`config.mk`:
```
export PLATFORM = sky130hd
export DESIGN_NAME = mem_stage_mc
export DESIGN_NICKNAME = d
export VERILOG_FILES = /design/src/rtl/mem_stage_mc.sv
export SDC_FILE = /design/constraint.sdc
export NUM_CORES = 1
export LEC_CHECK = 0
export CAP_MARGIN = 20
export CORE_MARGIN = 2
export CORE_UTILIZATION = 34
export CTS_CLUSTER_SIZE = 14
export DETAILED_ROUTE_END_ITERATION = 8
export MAX_ROUTING_LAYER = met4
export PLACE_DENSITY = 0.8
export SYNTH_ARGS = -nofsm -noshare
export SYNTH_HDL_FRONTEND = slang
export SYNTH_SLANG_ARGS = --single-unit
```
`constraint.sdc`:
```
create_clock -name clk -period 2.8 [get_ports clk]
set_input_delay 0.56 -clock clk [delete_from_list [all_inputs] [get_ports clk]]
set_output_delay 0.56 -clock clk [all_outputs]
set_load 0.02 [all_outputs]
```
`src/rtl/mem_stage_mc.sv`:
```
// mem_stage_mc: pipeline MEM stage with a variable-latency data memory interface.
//
// Picks the load address (pipeline or forwarded) and sends a word-aligned request over
// valid/ready. It holds the upstream stage until the response returns. It then extracts
// the byte, half or word lane (little-endian) with zero or sign extension and registers
// the result, the rd fields and the flags into the MEM/WB slot.
//
// Optional feature: define MEM_MISALIGN_CHECK_EN to trap misaligned half/word loads.
// A trapped load is not sent to memory. It completes in one cycle with p4_misalign=1
// and p4_mem_out=0.
//
// Ports
//   clk, reset                 clock, synchronous active-high reset
//   p3_*                       EX/MEM slot: valid, load control, rd fields, aluOut, address, flags
//   f_mem_address_sel/_address forwarded load address and its select
//   stall_out                  upstream must hold p3_* stable
//   mem_req_valid/ready/addr   memory request channel (word-aligned address)
//   mem_rsp_valid/data         memory response channel
//   p4_*                       MEM/WB slot: valid, rd fields, aluOut, load data, flags, misalign
module mem_stage_mc #(
  parameter int unsigned DATA_W = 32,
  parameter int unsigned ADDR_W = 32,
  parameter int unsigned RD_W   = 3
) (
  input  logic              clk,
  input  logic              reset,
  input  logic              p3_valid,
  input  logic              p3_is_load,
  input  logic [1:0]        p3_ld_size,
  input  logic              p3_ld_signed,
  input  logic [RD_W-1:0]   p3_alu_rd,
  input  logic [RD_W-1:0]   p3_mem_rd,
  input  logic [DATA_W-1:0] p3_alu_aluOut,
  input  logic [ADDR_W-1:0] p3_mem_address,
  input  logic              f_mem_address_sel,
  input  logic [ADDR_W-1:0] f_mem_address,
  input  logic              p3_flag_z,
  input  logic              p3_flag_n,
  input  logic              p3_flag_c,
  input  logic              p3_flag_v,
  output logic              stall_out,
  output logic              mem_req_valid,
  input  logic              mem_req_ready,
  output logic [ADDR_W-1:0] mem_req_addr,
  input  logic              mem_rsp_valid,
  input  logic [DATA_W-1:0] mem_rsp_data,
  output logic              p4_valid,
  output logic [RD_W-1:0]   p4_alu_rd,
  output logic [RD_W-1:0]   p4_mem_rd,
  output logic [DATA_W-1:0] p4_alu_aluOut,
  output logic [DATA_W-1:0] p4_mem_out,
  output logic              p4_flag_z,
  output logic              p4_flag_n,
  output logic              p4_flag_c,
  output logic              p4_flag_v,
  output logic              p4_misalign
);

  localparam int unsigned OFF_W = $clog2(DATA_W / 8);

  typedef enum logic [0:0] {StIdle, StWaitRsp} state_e;

  state_e state_q, state_d;

  logic [ADDR_W-1:0] addr_sel;
  logic [OFF_W-1:0]  lane_off;
  logic [DATA_W-1:0] lane_mask;
  logic [DATA_W-1:0] lane_shifted;
  logic              lane_sign;
  logic [DATA_W-1:0] lane_ext;

  // Capture controls for the MEM/WB slot.
  logic              cap;
  logic              cap_valid;
  logic [DATA_W-1:0] cap_mem_out;
  logic              cap_misalign;

  logic              p4_valid_q;
  logic [RD_W-1:0]   p4_alu_rd_q, p4_mem_rd_q;
  logic [DATA_W-1:0] p4_alu_aluOut_q, p4_mem_out_q;
  logic [3:0]        p4_flags_q;
  logic              p4_misalign_q;

  assign addr_sel     = f_mem_address_sel ? f_mem_address : p3_mem_address;
  assign mem_req_addr = {addr_sel[ADDR_W-1:OFF_W], {OFF_W{1'b0}}};

  // Lane extraction: shift the selected lane down to bit 0, then mask and extend.
  // Size 3 decodes as word.
  always_comb begin
    lane_off  = addr_sel[OFF_W-1:0];
    lane_mask = DATA_W'(32'hFFFF_FFFF);
    case (p3_ld_size)
      2'd0: begin
        lane_off  = addr_sel[OFF_W-1:0];
        lane_mask = DATA_W'(16'h00FF);
      end
      2'd1: begin
        lane_off  = addr_sel[OFF_W-1:0] & ~OFF_W'(1);
        lane_mask = DATA_W'(16'hFFFF);
      end
      default: begin
        lane_off  = addr_sel[OFF_W-1:0] & ~OFF_W'(3);
        lane_mask = DATA_W'(32'hFFFF_FFFF);
      end
    endcase
    lane_shifted = mem_rsp_data >> {lane_off, 3'b000};
    case (p3_ld_size)
      2'd0:    lane_sign = lane_shifted[7];
      2'd1:    lane_sign = lane_shifted[15];
      default: lane_sign = lane_shifted[31];
    endcase
    lane_ext = (lane_shifted & lane_mask) | ((p3_ld_signed && lane_sign) ? ~lane_mask : '0);
  end

`ifdef MEM_MISALIGN_CHECK_EN
  logic misaligned;
  always_comb begin
    misaligned = 1'b0;
    case (p3_ld_size)
      2'd0:    misaligned = 1'b0;
      2'd1:    misaligned = addr_sel[0];
      default: misaligned = (addr_sel[1:0] != 2'b00);
    endcase
  end
`endif

  always_comb begin
    state_d       = state_q;
    stall_out     = 1'b0;
    mem_req_valid = 1'b0;
    cap           = 1'b0;
    cap_valid     = 1'b0;
    cap_mem_out   = '0;
    cap_misalign  = 1'b0;
    unique case (state_q)
      StIdle: begin
        if (p3_valid && p3_is_load) begin
`ifdef MEM_MISALIGN_CHECK_EN
          if (misaligned) begin
            cap          = 1'b1;
            cap_valid    = 1'b1;
            cap_misalign = 1'b1;
          end else begin
            mem_req_valid = 1'b1;
            stall_out     = 1'b1;
            if (mem_req_ready) state_d = StWaitRsp;
          end
`else
          mem_req_valid = 1'b1;
          stall_out     = 1'b1;
          if (mem_req_ready) state_d = StWaitRsp;
`endif
        end else begin
          // Non-loads and empty slots pass straight through.
          cap       = 1'b1;
          cap_valid = p3_valid;
        end
      end
      StWaitRsp: begin
        stall_out = 1'b1;
        if (mem_rsp_valid) begin
          stall_out   = 1'b0;
          cap         = 1'b1;
          cap_valid   = 1'b1;
          cap_mem_out = lane_ext;
          state_d     = StIdle;
        end
      end
      default: state_d = StIdle;
    endcase
  end

  always_ff @(posedge clk) begin
    if (reset) begin
      state_q         <= StIdle;
      p4_valid_q      <= 1'b0;
      p4_alu_rd_q     <= '0;
      p4_mem_rd_q     <= '0;
      p4_alu_aluOut_q <= '0;
      p4_mem_out_q    <= '0;
      p4_flags_q      <= '0;
      p4_misalign_q   <= 1'b0;
    end else begin
      state_q    <= state_d;
      // A stalled cycle produces a bubble; the data fields keep their last values.
      p4_valid_q <= cap & cap_valid;
      if (cap) begin
        p4_alu_rd_q     <= p3_alu_rd;
        p4_mem_rd_q     <= p3_mem_rd;
        p4_alu_aluOut_q <= p3_alu_aluOut;
        p4_mem_out_q    <= cap_mem_out;
        p4_flags_q      <= {p3_flag_z, p3_flag_n, p3_flag_c, p3_flag_v};
        p4_misalign_q   <= cap_misalign;
      end
    end
  end

  assign p4_valid      = p4_valid_q;
  assign p4_alu_rd     = p4_alu_rd_q;
  assign p4_mem_rd     = p4_mem_rd_q;
  assign p4_alu_aluOut = p4_alu_aluOut_q;
  assign p4_mem_out    = p4_mem_out_q;
  assign p4_flag_z     = p4_flags_q[3];
  assign p4_flag_n     = p4_flags_q[2];
  assign p4_flag_c     = p4_flags_q[1];
  assign p4_flag_v     = p4_flags_q[0];
  assign p4_misalign   = p4_misalign_q;

endmodule
```
# ---- Word level (Yosys, flattened, before mapping)
# Index checks and enable logic that the tools add are counted.
# Widths: inputs -> output; s select.
dict set report word_totals {
  in_bits 148
  output_inout_bits 110
  wordCells 36
  regBits 76
}
dict set report op_classes {
  muxes 19
  shifts 1
  n_bitwise 5
  eq_ne 1
  reduce_logical 3
}
# operator count
set op_table {}
lappend op_table {{$mux 32} 4}
lappend op_table {{$pmux 32 s2} 1}
lappend op_table {{$and 32x32->32} 1}
lappend op_table {{$not 32->32} 1}
lappend op_table {{$or 32x32->32} 1}
lappend op_table {{$shr 32x5->32} 1}
lappend op_table {{$pmux 1 s2} 5}
lappend op_table {{$mux 1} 8}
lappend op_table {{$pmux 2 s2} 1}
lappend op_table {{$eq 2x1->1 const B} 1}
lappend op_table {{$logic_and 1x1->1} 2}
lappend op_table {{$logic_not 2->1} 1}
lappend op_table {{$and 1x1->1} 1}
lappend op_table {{$not 1->1} 1}

# ---- Depth between registers and ports, before layout
dict set report depth {
  word_depth 9
  mapped_depth 7
  depth_no_buf 5
}

# ---- Least setup slack after synthesis
# OpenSTA, ideal clock, no wires.
dict set report synth_path {
  path_type {input port to output port}
  start {in p3_valid}
  end {out stall_out}
  path_buffers 1
  slack_ns 0.598
  cell_stages 4
  required_time_ns 2.240
  arrival_time_ns 1.642
  cell_sequence {and3b_1 nor2_1 clkinv_1 clkbuf_1}
}
dict set report synth_between {
  elab_chain_len 3
}
# item line_no
set synth_rtl {}
lappend synth_rtl {{from (decl)} 27} ;# input logic p3_valid,
lappend synth_rtl {{$logic_and 1x1->1} 137} ;# if (p3_valid && p3_is_load) begin
lappend synth_rtl {{$mux 1} 137}
lappend synth_rtl {{$pmux 1 s2} 135} ;# unique case (state_q)
lappend synth_rtl {{to (decl)} 41} ;# output logic stall_out,
# Every way passes these cells.

# ---- Worst setup path after layout
dict set report layout_path {
  start {in f_mem_address_sel}
  end {out mem_req_addr[29]}
}
dict set report layout_between {
  elab_chain_len 1
}
# item line_no
set layout_rtl {}
lappend layout_rtl {{from (decl)} 35} ;# input logic f_mem_address_sel,
lappend layout_rtl {{$mux 32} 84} ;# assign addr_sel = f_mem_address_sel ? f_mem_address : p3_mem_address;
lappend layout_rtl {{to (decl)} 44} ;# output logic [ADDR_W-1:0] mem_req_addr,
# Every way passes these cells.

==> results_dict.tcl <==
set metrics [dict create \
    synth_edf_count 0 \
    dp_slack_ns -0.1777 \
    relSlewSlack 0.5057 \
    async_flop_share 0 \
    cts_tree "done" \
    multiInputGateArea_um2 1795 \
    p_per_area_nw_per_um2 442.5 \
    synth-simple-area-share 0.1581 \
    r2r-start "state_q$_SDFF_PP0_" \
    worstHoldPathType "flip-flop to flip-flop" \
    postCtsSetupRepairBufs 0 \
    grt_pass1_vias 3939 \
    intPower_uw 2062 \
    numCtsBuffers 9 \
    yosysSeqAreaShare 0.4411 \
    max_cap_violations 0 \
    synth_area_per_cell_um2 9.374 \
    synth_mux_area_frac 0.1839 \
    dp_hpwl_um 10030 \
    tightestPinTransition_ns 0.7374 \
    placed_cells 741 \
    leakagePower_uw 0.002461 \
    drc 0 \
    placedInstanceArea_um2 6156 \
    boundaryPins 258 \
    clock_skew_ns 0.01558 \
    cts_resized 26 \
    synth_top_family_by_area "multiplexers" \
    vias 3731 \
    r2r_slack_ns 1.00 \
    antenna_left 0 \
    hold_violations 0 \
    place.gp.congestion 0.8728 \
    final_common_cell "clkdlybuf4s50_1" \
    layout_min_cycle_time_ns 2.757 \
    routedWlPerCell_um 16.64 \
    clk_pin_slew_ns 0.08 \
    antennaDiodeCount 0 \
    ir_worst_vdd_v 0.0002579 \
    die_w_um 104.7 \
    wl_met1_um 4827 \
    grt_antenna_before_repair 0 \
    start_util 0.3513 \
    dr.pass1.iters 4 \
    worst_setup_path_start_kind "input pin" \
    drive_gt1_frac 0.1152 \
    synthXorXnorAreaFrac 0 \
    setup_violations 0 \
    cts_hold_buffers 0 \
    rr_worst_depth 6 \
    critPathCaptureType "primary output" \
    fin_area_um2 6362 \
    cts.htree.levels 3 \
    finalWirelength_um 12610 \
    avgViaCountPerCell 4.922 \
    p_clk_frac 0.339 \
    design.core.area_um2 9819 \
    layout.nets 768 \
    dieHeight_um 104.7 \
    crit_type "input pin to primary output" \
    p_comb_frac 0.253 \
    wl_met2_um 6486 \
    met3WireLength_um 921 \
    regArea_um2 1521 \
    synthAdderAreaFrac 0 \
    critPathLaunch "f_mem_address_sel" \
    top_layer "met4" \
    cts.sinks 76 \
    yosysWarnings 0 \
    synth_compound_area_frac 0.1737 \
    min_path_cells 2 \
    cts_buffer_depth 2 \
    drt_iter0_drc 105 \
    grt_pass1_wl_um 19840 \
    syn-cell-area_um2 3450 \
    layout_worst_path_cycle_share 0.9845 \
    layout_common_cells "228 x clkdlybuf4s50_1, 93 x nand2_1, 76 x dfxtp_1" \
    fill_cells 844 \
    portBuffers 254 \
    ys_ff_latch 76 \
    grt_overflow 0 \
    insertion_delay_ns 0.34 \
    p_seq_frac 0.408 \
    p_sw_frac 0.2678 \
    synth_cell_type_count 37 \
    cts-root-buf "clkbuf_8" \
    critPathCapture "mem_req_addr[29]" \
    hold_slack_ns 0.4558 \
    synth_ff_type "dfxtp_1" \
    outcome "complete, no violations" \
    rows 36 \
    grt_use_total 0.2336 \
    cp_data_required_time_ns 2.24 \
    cp_max_fo 6 \
    rsz0062_at_grt "no" \
    fmax_mhz 362.7 \
    area_delta_synth_final_pct 84.44 \
    r2r_end "p4_mem_out[18]$_SDFFE_PP0P_" \
    crit_arrival_ns 2.20 \
    grt_max_degree 46 \
    die-area_um2 10970 \
    syn_inst 368 \
    layout_setup_ws_ns 0.04327 \
    fin_cells 758 \
    slew_viol_final 0 \
    power_switching_uw 753.9 \
]
how the worst min path moves through the flow:
stage | start | endpoint
floorplan | state_q$_SDFF_PP0_ | p4_valid$_SDFF_PP0_
global placement | p4_alu_aluOut[6]$_SDFFE_PP0P_ | p4_alu_aluOut[6]$_SDFFE_PP0P_
detailed placement | p4_alu_aluOut[26]$_SDFFE_PP0P_ | p4_alu_aluOut[26]$_SDFFE_PP0P_
CTS | p4_alu_aluOut[1]$_SDFFE_PP0P_ | p4_alu_aluOut[1]$_SDFFE_PP0P_
global route | p4_mem_rd[1]$_SDFFE_PP0P_ | p4_mem_rd[1]$_SDFFE_PP0P_
finish | p4_alu_aluOut[1]$_SDFFE_PP0P_ | p4_alu_aluOut[1]$_SDFFE_PP0P_
power groups by stage:
stage,Clock [uW],Combinational (uW),Sequential (uW)
global route,1030,756,1160
finish,954,711,1150
detailed placement,0,734,1180
global placement,0,720,1170
CTS,978,715,1150
floorplan,0,252,1230
routing by layer:
layer  up-vias  GRT usage
li1       1786          -
met1      1734     0.2542
met2       184     0.4105
met3        27    0.05053
met4         0    0.09905
met5         -          -
state kept, by name, indices dropped and copies added, names as in the netlist:
signal,cells
p4_alu_rd,3
p4_flags_q,4
state_q,1
p4_mem_out,32
p4_valid,1
p4_mem_rd,3
p4_alu_aluOut,32
cells in the mapped netlist (all sizes together), types with 6 or more instances:
library cell / number / area [um2]
mux4: 7 / 176.4
clkbuf: 22 / 82.58
o21ai: 6 / 30.02
a21oi: 43 / 215.2
a22o: 24 / 210.2
nand2b: 17 / 106.4
mux2: 32 / 364.1
nor2: 7 / 26.28
o211ai: 7 / 52.55
mux2i: 9 / 93.84
dfxtp: 76 / 1521
buf: 7 / 55.05
nand2: 93 / 349.1
metrics by stage:
| stage | util | power (uW) | setup TNS, ns |
|---|---|---|---|
| after floorplan | - | 1481 | 0 |
| after global placement | 0.6269 | 1893 | -1.426 |
| after detailed placement | 0.6269 | 1910 | -3.144 |
| after CTS | 0.6472 | 2843 | 0 |
| after global routing | 0.6479 | 2945 | 0 |
| final | 0.6479 | 2815 | 0 |
layout make-up:
class                           count  area share
Inverter                            2    0.001180
Clock buffer                       10     0.02163
Tap cell                          133     0.02616
Multi-Input combinational cell    263      0.2822
Sequential cell                    76      0.2391
Clock inverter                      6     0.01475
Timing Repair Buffer              268      0.4149
worst max-delay path: stages:
cell and delay [ns]:
clkdlybuf4s50_1 0.51, buf_12 0.13, buf_4 0.12, mux2_2 0.33
clkdlybuf4s50_1 0.54
logic make-up (layout without fill, tap and decap cells):
kind of cell,Yosys count,in the layout
other,1,3
AO/OA/AOI/OAI,86,86
buffers and inverters,31,286
AND/OR/NAND/NOR,126,126
flip-flops,76,76
multiplexers,48,48
(Power assumes the default switching activity.)
